==> config.mk <==
export PLATFORM = sky130hd
export DESIGN_NAME = prism_config_loader_flat
export DESIGN_NICKNAME = d
export VERILOG_FILES = /design/src/rtl/prism_config_loader_if.sv /design/src/rtl/prism_config_loader.sv /design/src/flat_wrapper.sv
export SDC_FILE = /design/constraint.sdc
export NUM_CORES = 1
export LEC_CHECK = 0
export ABC_AREA = 1
export BUFFER_PORTS_ARGS = -buffer_cell sky130_fd_sc_hd__clkbuf_2
export CAP_MARGIN = 20
export CORE_UTILIZATION = 45
export DETAILED_ROUTE_END_ITERATION = 7
export GPL_ROUTABILITY_DRIVEN = 0
export GPL_TIMING_DRIVEN = 1
export PLACE_DENSITY = 0.76
export SYNTH_ARGS = -nofsm -noshare
export SYNTH_HDL_FRONTEND = slang
export SYNTH_SLANG_ARGS = --single-unit
==> constraint.sdc <==
create_clock -name clk -period 1.7 [get_ports clk]
set_input_delay 0.34 -clock clk [delete_from_list [all_inputs] [get_ports clk]]
set_output_delay 0.34 -clock clk [all_outputs]
set_load 0.05 [all_outputs]
==> src/rtl/prism_config_loader_if.sv <==
// Debug-bus write/readback port plus the latch-bank side outputs of the config loader.
interface prism_config_loader_if #(
  parameter int DEPTH = 8,
  parameter int WIDTH = 64
) ();
  logic             debug_wr;
  logic [5:0]       address;
  logic [31:0]      data_in;
  logic [31:0]      rd_data;
  logic [WIDTH-1:0] config_data;
  logic [DEPTH-1:0] latch_en;
  logic             busy;
  logic             done;

  modport master (
    output debug_wr, address, data_in,
    input  rd_data, config_data, latch_en, busy, done
  );

  modport slave (
    input  debug_wr, address, data_in,
    output rd_data, config_data, latch_en, busy, done
  );
endinterface

==> src/rtl/prism_config_loader.sv <==
// Stages a WIDTH-bit config word from the debug bus and strobes it into one latch entry or a
// descending range of entries, EN_CYCLES clocks per entry; status/err readback at 6'h14.
module prism_config_loader #(
  parameter int DEPTH     = 8,
  parameter int WIDTH     = 64,
  parameter int EN_CYCLES = 1
) (
  input  logic                  clk,
  input  logic                  rst_n,
  prism_config_loader_if.slave  bus
);
  localparam int NWORDS   = WIDTH / 32;
  localparam int IDX_BITS = (DEPTH > 2) ? $clog2(DEPTH) : 1;

  typedef enum logic [1:0] {IDLE, SETUP, STROBE, HOLD} state_t;

  state_t           state, state_nx;
  logic [31:0]      stage [NWORDS];
  logic [4:0]       idx, idx_nx, start_q, start_nx;
  logic [3:0]       cnt, cnt_nx;
  logic             err, err_nx, err_set;
  logic             done, done_nx;
  logic [DEPTH-1:0] latch_en, latch_en_nx;

  logic       wr_ctrl, wr_stat, wr_stage, idle;
  logic [2:0] stage_k;
  logic [4:0] ctl_start, ctl_end;
  logic       ctl_sweep, ctl_abort, ctl_ok;

  assign idle      = (state == IDLE);
  assign stage_k   = bus.address[4:2];
  assign wr_ctrl   = bus.debug_wr && (bus.address == 6'h10);
  assign wr_stat   = bus.debug_wr && (bus.address == 6'h14);
  assign wr_stage  = bus.debug_wr && bus.address[5] && (bus.address[1:0] == 2'b00)
                     && (int'(stage_k) < NWORDS);
  assign ctl_start = bus.data_in[4:0];
  assign ctl_end   = bus.data_in[12:8];
  assign ctl_sweep = bus.data_in[16];
  assign ctl_abort = bus.data_in[31];
  assign ctl_ok    = ctl_sweep ? ((ctl_start <= ctl_end) && ({1'b0, ctl_end} < 6'(DEPTH)))
                               : ({1'b0, ctl_start} < 6'(DEPTH));

  always_comb begin
    state_nx = state;
    idx_nx   = idx;
    start_nx = start_q;
    cnt_nx   = cnt;
    err_set  = 1'b0;
    done_nx  = 1'b0;
    case (state)
      IDLE: begin
        if (wr_ctrl && !ctl_abort) begin
          if (ctl_ok) begin
            start_nx = ctl_start;
            idx_nx   = ctl_sweep ? ctl_end : ctl_start;
            state_nx = SETUP;
          end else begin
            err_set = 1'b1;
          end
        end
      end
      SETUP: begin
        state_nx = STROBE;
        cnt_nx   = 4'(EN_CYCLES - 1);
      end
      STROBE: begin
        if (cnt == 4'd0) state_nx = HOLD;
        else             cnt_nx   = cnt - 4'd1;
      end
      HOLD: begin
        if (idx == start_q) begin
          state_nx = IDLE;
          done_nx  = 1'b1;
        end else begin
          idx_nx   = idx - 5'd1;
          cnt_nx   = 4'(EN_CYCLES - 1);
          state_nx = STROBE;
        end
      end
      default: state_nx = IDLE;
    endcase

    // Bus traffic during a sequence: abort wins, anything else only flags err.
    if (!idle) begin
      if (wr_ctrl && ctl_abort) begin
        state_nx = IDLE;
        idx_nx   = idx;
        done_nx  = 1'b0;
      end else if (wr_ctrl || wr_stage) begin
        err_set = 1'b1;
      end
    end

    if (err_set)                         err_nx = 1'b1;
    else if (wr_stat && bus.data_in[31]) err_nx = 1'b0;
    else                                 err_nx = err;

    latch_en_nx = '0;
    if (state_nx == STROBE) latch_en_nx[idx_nx[IDX_BITS-1:0]] = 1'b1;
  end

  always_ff @(posedge clk or negedge rst_n) begin
    if (!rst_n) begin
      state    <= IDLE;
      idx      <= '0;
      start_q  <= '0;
      cnt      <= '0;
      err      <= 1'b0;
      done     <= 1'b0;
      latch_en <= '0;
      for (int k = 0; k < NWORDS; k++) stage[k] <= '0;
    end else begin
      state    <= state_nx;
      idx      <= idx_nx;
      start_q  <= start_nx;
      cnt      <= cnt_nx;
      err      <= err_nx;
      done     <= done_nx;
      latch_en <= latch_en_nx;
      for (int k = 0; k < NWORDS; k++) begin
        if (wr_stage && idle && (stage_k == 3'(k))) stage[k] <= bus.data_in;
      end
    end
  end

  for (genvar k = 0; k < NWORDS; k++) begin : g_cfg
    assign bus.config_data[32*k +: 32] = stage[k];
  end

  assign bus.latch_en = latch_en;
  assign bus.busy     = !idle;
  assign bus.done     = done;
  assign bus.rd_data  = (bus.address == 6'h14) ? {err, !idle, 25'd0, idx} : 32'd0;
endmodule

==> src/flat_wrapper.sv <==
// flat-port wrapper written by rule: the top's interface ports become plain ports
module prism_config_loader_flat 
#(
  parameter int DEPTH     = 8,
  parameter int WIDTH     = 64,
  parameter int EN_CYCLES = 1
)
  (clk, rst_n, bus_debug_wr, bus_address, bus_data_in, bus_rd_data, bus_config_data, bus_latch_en, bus_busy, bus_done);
  prism_config_loader_if #(.DEPTH(DEPTH), .WIDTH(WIDTH)) bus_i ();
  input  logic clk;
  input  logic rst_n;
  input wire logic [$bits(bus_i.debug_wr)-1:0] bus_debug_wr;
  input wire logic [$bits(bus_i.address)-1:0] bus_address;
  input wire logic [$bits(bus_i.data_in)-1:0] bus_data_in;
  output wire logic [$bits(bus_i.rd_data)-1:0] bus_rd_data;
  output wire logic [$bits(bus_i.config_data)-1:0] bus_config_data;
  output wire logic [$bits(bus_i.latch_en)-1:0] bus_latch_en;
  output wire logic [$bits(bus_i.busy)-1:0] bus_busy;
  output wire logic [$bits(bus_i.done)-1:0] bus_done;
  assign bus_i.debug_wr = bus_debug_wr;
  assign bus_i.address = bus_address;
  assign bus_i.data_in = bus_data_in;
  assign bus_rd_data = bus_i.rd_data;
  assign bus_config_data = bus_i.config_data;
  assign bus_latch_en = bus_i.latch_en;
  assign bus_busy = bus_i.busy;
  assign bus_done = bus_i.done;
  prism_config_loader #(.DEPTH(DEPTH), .WIDTH(WIDTH), .EN_CYCLES(EN_CYCLES)) u_core (.clk(clk), .rst_n(rst_n), .bus(bus_i));
endmodule
; Word-level counts from Yosys, hierarchy flattened
; Cells that the tools add are included.
[classes]
add_sub_neg = 2
magnitude_cmp = 6
n_eq_ne = 11
muxes = 34
reduce_logical = 24
[op_table]
columns = operator, n
row1 = 32-bit 2-to-1 mux, 1
row2 = 5-bit 2-to-1 mux, 6
row3 = 1-bit 2-to-1 mux, 14
row4 = 1-bit logical AND, 13
row5 = "6-bit by 5-bit == test with 1-bit output, second input constant", 2
row6 = 2-bit 2-to-1 mux, 6
row7 = 4-bit case mux with 3 select lines, 1
row8 = "5-bit by 4-bit < comparator with 1-bit output, second input constant", 2
row9 = 5-bit case mux with 2 select lines, 1
row10 = 4-bit 2-to-1 mux, 2
row11 = 8-bit 2-to-1 mux, 1
row12 = 2-bit case mux with 4 select lines, 1
row13 = "2-bit == test, second input constant", 3
row14 = 3-bit AND reduction, 2
row15 = 5-bit == test, 1
row16 = 5-bit less-or-equal comparator, 1
row17 = "5-bit by 1-bit subtractor with 5-bit output, second input constant", 1
row18 = 2-bit logical NOT, 2
row19 = 4-bit logical NOT, 1
row20 = "3-bit by 4-bit < comparator with 1-bit output, second input constant", 1
row21 = "2-bit inequality test, second input constant", 2
row22 = "4-bit by 1-bit subtractor with 4-bit output, second input constant", 1
row23 = 1-bit demux with 3-bit select, 1
row24 = "3-bit by 1-bit == test with 1-bit output, second input constant", 1
row25 = other kinds (9), 10
[totals]
reg_bits = 90
in_bits = 41
out_inout_bits = 106
wordCells = 87

; Logic depth before layout (Yosys ltp)
[depth]
depth_word = 13
depth_mapped = 17
depth_no_buf = 17

; Worst setup path after synthesis
; No wires, ideal clock.
[synth_path]
path_kind = input -> output
startpoint = in bus_address[1]
endpoint = out bus_rd_data[0]
t_arrival_ns = 1.549
required_ns = 1.360
slack_ns = -0.189
path_stages = 4
path_buffers = 0
cell_sequence = or2_4 -> nor2_4 -> nand3_1 -> nor2_1
[synth_between]
elab_chain_cells = 2
[synth_lines]
columns = element, line
row1 = "start, declared", flat_wrapper.sv:13  ; input wire logic [$bits(bus_i.address)-1:0] bus_address;
row2 = 6-bit by 5-bit == test with 1-bit output, prism_config_loader.sv:133  ; assign bus.rd_data = (bus.address == 6'h14) ? {err, !idle, 25'd0, idx} : 32'd0;
row3 = 32-bit 2-to-1 mux, prism_config_loader.sv:133
row4 = "end, declared", flat_wrapper.sv:15  ; output wire logic [$bits(bus_i.rd_data)-1:0] bus_rd_data;
; Every way passes these cells.

; Worst setup path in the final report
[layout_path]
startpoint = in bus_data_in[9]
endpoint = reg u_core.latch_en[2], in the netlist u_core.bus.latch_en[2]
[layout_between]
elab_chain_cells = 13
word_cells_on_any_way = 22
cone_classes = order compare (4) / eq/ne (1) / mux (15) / reduce/logical (2)
[layout_lines]
columns = element, line
row1 = "start, declared", flat_wrapper.sv:14  ; input wire logic [$bits(bus_i.data_in)-1:0] bus_data_in;
row2 = 5-bit less-or-equal comparator / 5-bit by 4-bit < comparator with 1-bit output (equally long branches), prism_config_loader.sv:40  ; assign ctl_ok = ctl_sweep ? ((ctl_start <= ctl_end) && ({1'b0, ctl_end} < 6'(DEPTH)))
row3 = 1-bit logical AND *, prism_config_loader.sv:40
row4 = 1-bit 2-to-1 mux *, prism_config_loader.sv:40
row5 = 5-bit 2-to-1 mux *, prism_config_loader.sv:53  ; if (ctl_ok) begin
row6 = 5-bit 2-to-1 mux *, prism_config_loader.sv:52  ; if (wr_ctrl && !ctl_abort) begin
row7 = 5-bit case mux with 2 select lines *, prism_config_loader.sv:50  ; case (state)
row8 = 5-bit 2-to-1 mux, prism_config_loader.sv:85  ; if (wr_ctrl && ctl_abort) begin
row9 = 5-bit 2-to-1 mux *, prism_config_loader.sv:84  ; if (!idle) begin
row10 = named net u_core.idx_nx[2], prism_config_loader.sv:19  ; logic [4:0] idx, idx_nx, start_q, start_nx;
row11 = 3-bit by 4-bit < comparator with 1-bit output (not written as such) / 3-bit by 1-bit >= comparator with 1-bit output (equally long branches), prism_config_loader.sv:99  ; if (state_nx == STROBE) latch_en_nx[idx_nx[IDX_BITS-1:0]] = 1'b1;
row12 = 1-bit logical AND (not written as such), prism_config_loader.sv:99
row13 = 1-bit 2-to-1 mux (not written as such), prism_config_loader.sv:99
row14 = 1-bit demux with 3-bit select *, -
row15 = 8-bit 2-to-1 mux *, prism_config_loader.sv:99
row16 = named net u_core.latch_en_nx[2], prism_config_loader.sv:23  ; logic [DEPTH-1:0] latch_en, latch_en_nx;
row17 = "end signal, assigned", prism_config_loader.sv:119  ; latch_en <= latch_en_nx;
row18 = "end, declared", prism_config_loader.sv:23
; Mark *: on every way through the listed nets, which the timed path passes. The rest lies on a longest branch. The select of a mux whose other input is x is not followed.
; A chain may end at the register's enable or synchronous reset.

==> results.cfg <==
[clock_network]
htree_levels = 3
cts.sinks = 90
clk_pin_slew_worst_paths_ns = 0.10
cts_tree = done
cts_made_buffers = 9
root_buffer = clkbuf_8
clockBufferDepth = 2
clk_latency_ns = 0.36

[placed_design]
place_hpwl_um = 7590
placed_area_sq_um = 5360
dpl.cell_count = 753
port_buffers = 121

[yosys]
yosysUniqueCellTypes = 39
ys_seq_area_share_pct = 52.7
synthMuxAreaShare_pct = 0
avgSynthCellArea_sq_um = 8.87
synth_warnings = 0
syn-cell-area_sq_um = 4270
yosys.area_share.simple_pct = 18.7
synthXorXnorAreaFrac_pct = 1.02
synth_compound_area_share_pct = 12.2
synthCells = 482
synth_fa_ha_area_share_pct = 3.51
ys_ff_latch = 90
synth_top_family_by_area = simple AND/OR/NAND/NOR gates

[sta]
hold_viol_final = 0
setup_viol = 0
period_share_pct = 99.9
skew_ns = 0.0162
slew_viol_final = 0
rsz0062_at_grt = true
period_minus_slack_ns = 1.70
fmax_ghz = 0.589
setup-tns-final_ns = 0

[worst_setup_path]
setup.worst_path.class = primary input to flop
ff2ff_setup_slack_ns = 0.01
cp_max_fo = 4
critPathRequiredTime_ns = 1.98
worstPathArrival_ns = 1.98
crit_start = bus_data_in[9]
timing.rr.end = u_core.bus.latch_en[2]
end_kind = flop
start_kind = primary input
r2r.worst_path.cells = 12
r2r_start = u_core.idx[1]

[pwr]
peakVddDrop_uv = 616
power_density_nw_per_um2 = 1450
leakage_nw = 3.09

[floorplanning]
fp.dieArea_sq_um = 9890
die_h_um = 99.5
fp.dieW_um = 99.5
initial_core_util_pct = 46.3
design.core.area_sq_um = 9240
row_count = 35
io_pins = 147

[cells_and_area]
regArea_sq_um = 2250
area_delta_synth_final_pct = 36.5
fin_util_pct = 63.2
mostFrequentLayoutCells = clkbuf_2 (112), nand2_1 (97), dfrtp_1 (88)
fill_cells = 753
drive_above_1_share_pct = 41.4
fin_area_sq_um = 5840
stdcell_count = 776
layout_commonest_cell = clkbuf_2
nets = 695
multi_input_area_sq_um = 1850
antenna_cells = 0

[routing]
wl_per_cell_um = 13.5
drtIter0Drc = 150
routed_wl_um = 10400
dr.pass1.iters = 4
drtAntennaViolNets = 0
vias = 3729
vias_per_cell = 4.81
drt_drc_violations_left = 0

[grt]
track_usage_pct = 21.2
grt_pass1_wl_um = 16700
grt_pass1_vias = 3573
antenna_found_initial = 0
grt_remaining_overflow = 0
grt_max_degree = 65

[hold_path]
hp-start = bus_data_in[13]
min_path_cells = 3
min_to = u_core.bus.config_data[45]
min-delay-path-class = primary input to flop

[outcome]
status = finished clean

[job]
max-cap-violations = 0
[area by class of cell]
type                    instances  share of cell area, %
clock buffers                  10                   2.19
clock inverters                 6                   1.22
inverters                      64                   4.40
multi-input cells             312                   31.6
flip-flops and latches         90                   38.6
well taps                     129                   2.77
repair buffers                165                   19.2
[sequential cells by signal, summed over array words and instances (netlist names)]
| signal | cells |
|---|---|
| u_core.cnt | 4 |
| u_core.start_q | 5 |
| u_core.idx | 5 |
| u_core.bus.config_data | 64 |
| u_core.state | 2 |
| u_core.bus.done | 1 |
| u_core.bus.latch_en | 8 |
| u_core.err | 1 |
[cell usage after synthesis]
library cell / count / area share (%)
xor2_1: 4 / 0.82
o21ai_1: 70 / 8.2
buf_4: 25 / 4.4
clkinv_2: 1 / 0.12
nor4_2: 1 / 0.29
a31oi_1: 1 / 0.15
nand2_1: 110 / 9.7
a21oi_1: 7 / 0.82
buf_2: 13 / 1.5
nor2_2: 4 / 0.59
clkinv_1: 1 / 0.088
o21ai_0: 8 / 0.94
or2_4: 1 / 0.20
nand3_1: 16 / 1.9
nand3_4: 2 / 0.82
o21a_1: 1 / 0.18
nor4_1: 1 / 0.15
o211ai_2: 1 / 0.29
nor3b_2: 1 / 0.29
nand2_4: 1 / 0.26
nand2_2: 7 / 1.0
inv_2: 6 / 0.53
ha_1: 12 / 3.5
nor3_1: 3 / 0.35
nor2_1: 22 / 1.9
xnor2_1: 1 / 0.20
nor2_4: 2 / 0.53
conb_1: 1 / 0.088
a21oi_4: 1 / 0.38
clkbuf_1: 2 / 0.18
a21oi_2: 1 / 0.20
a21boi_2: 1 / 0.26
nand4_1: 2 / 0.29
o221ai_1: 1 / 0.20
o31ai_1: 1 / 0.18
nand3_2: 2 / 0.47
dfrtp_1: 90 / 53
o21ai_2: 2 / 0.41
inv_1: 56 / 4.9
[metal layers]
layer,track usage (%),up-vias,routed length [um]
met5,0,-,0
met4,7.13,0,216
met1,28.0,1778,4450
li1,-,1802,-
met3,4.22,21,486
met2,35.1,128,5300
[repair_timing]
item,in CTS,in global routing
buffers inserted,4,3
pin swaps,5,18
hold endpoints to repair,28,0
resized for setup,12,51
cloned,0,0
hold buffers,1,0
setup endpoints to repair,15,18
[logic make-up after synthesis]
group	after synthesis
fa+ha+maj	12
simple gates	175
flops	90
compound gates	95
xor+xnor	5
buf+inv	104
other cells	1
[per-stage QoR]
| stage | total power, mW | hold slack, ns | setup slack (ns) |
|---|---|---|---|
| floorplan | 5.43 | 0.0444 | -0.189 |
| global placement | 6.26 | 0.297 | -0.216 |
| detailed placement | 6.36 | 0.307 | -0.302 |
| CTS | 8.05 | 0.198 | -0.0777 |
| global route | 8.92 | 0.205 | -0.0814 |
| finish | 8.47 | 0.211 | 0.00226 |
[critical path, stage by stage]
cell and delay [ns]:
clkbuf_2 0.11, inv_4 0.03, ha_1 0.28, nand2_1 0.08, nor2_2 0.05, nand2_1 0.05
nand3_1 0.06, nand2_1 0.08, nand2_2 0.08, nand2_2 0.08, nand3_2 0.08, nand2_2 0.12
nand3_2 0.10, nand2_2 0.11, nand2_4 0.08, inv_2 0.08, nand2_2 0.06, nor2_1 0.11
[power by group]
part	internal [mW]	total [mW]	leakage (nW)	switching, mW
clock	0.697	1.50	0.0939	0.799
combinational	1.39	4.24	1.77	2.85
sequential	2.51	2.74	1.23	0.221
total	4.61	8.47	3.09	3.87
[how the worst max path moves through the flow]
stage,endpoint,cells after the start
finish,u_core.bus.latch_en[2],18
floorplan,bus_rd_data[0],4
CTS,bus_rd_data[0],7
global route,u_core.bus.latch_en[1],18
global placement,u_core.bus.latch_en[3],17
detailed placement,u_core.bus.latch_en[3],18
(Power assumes the default switching activity.)
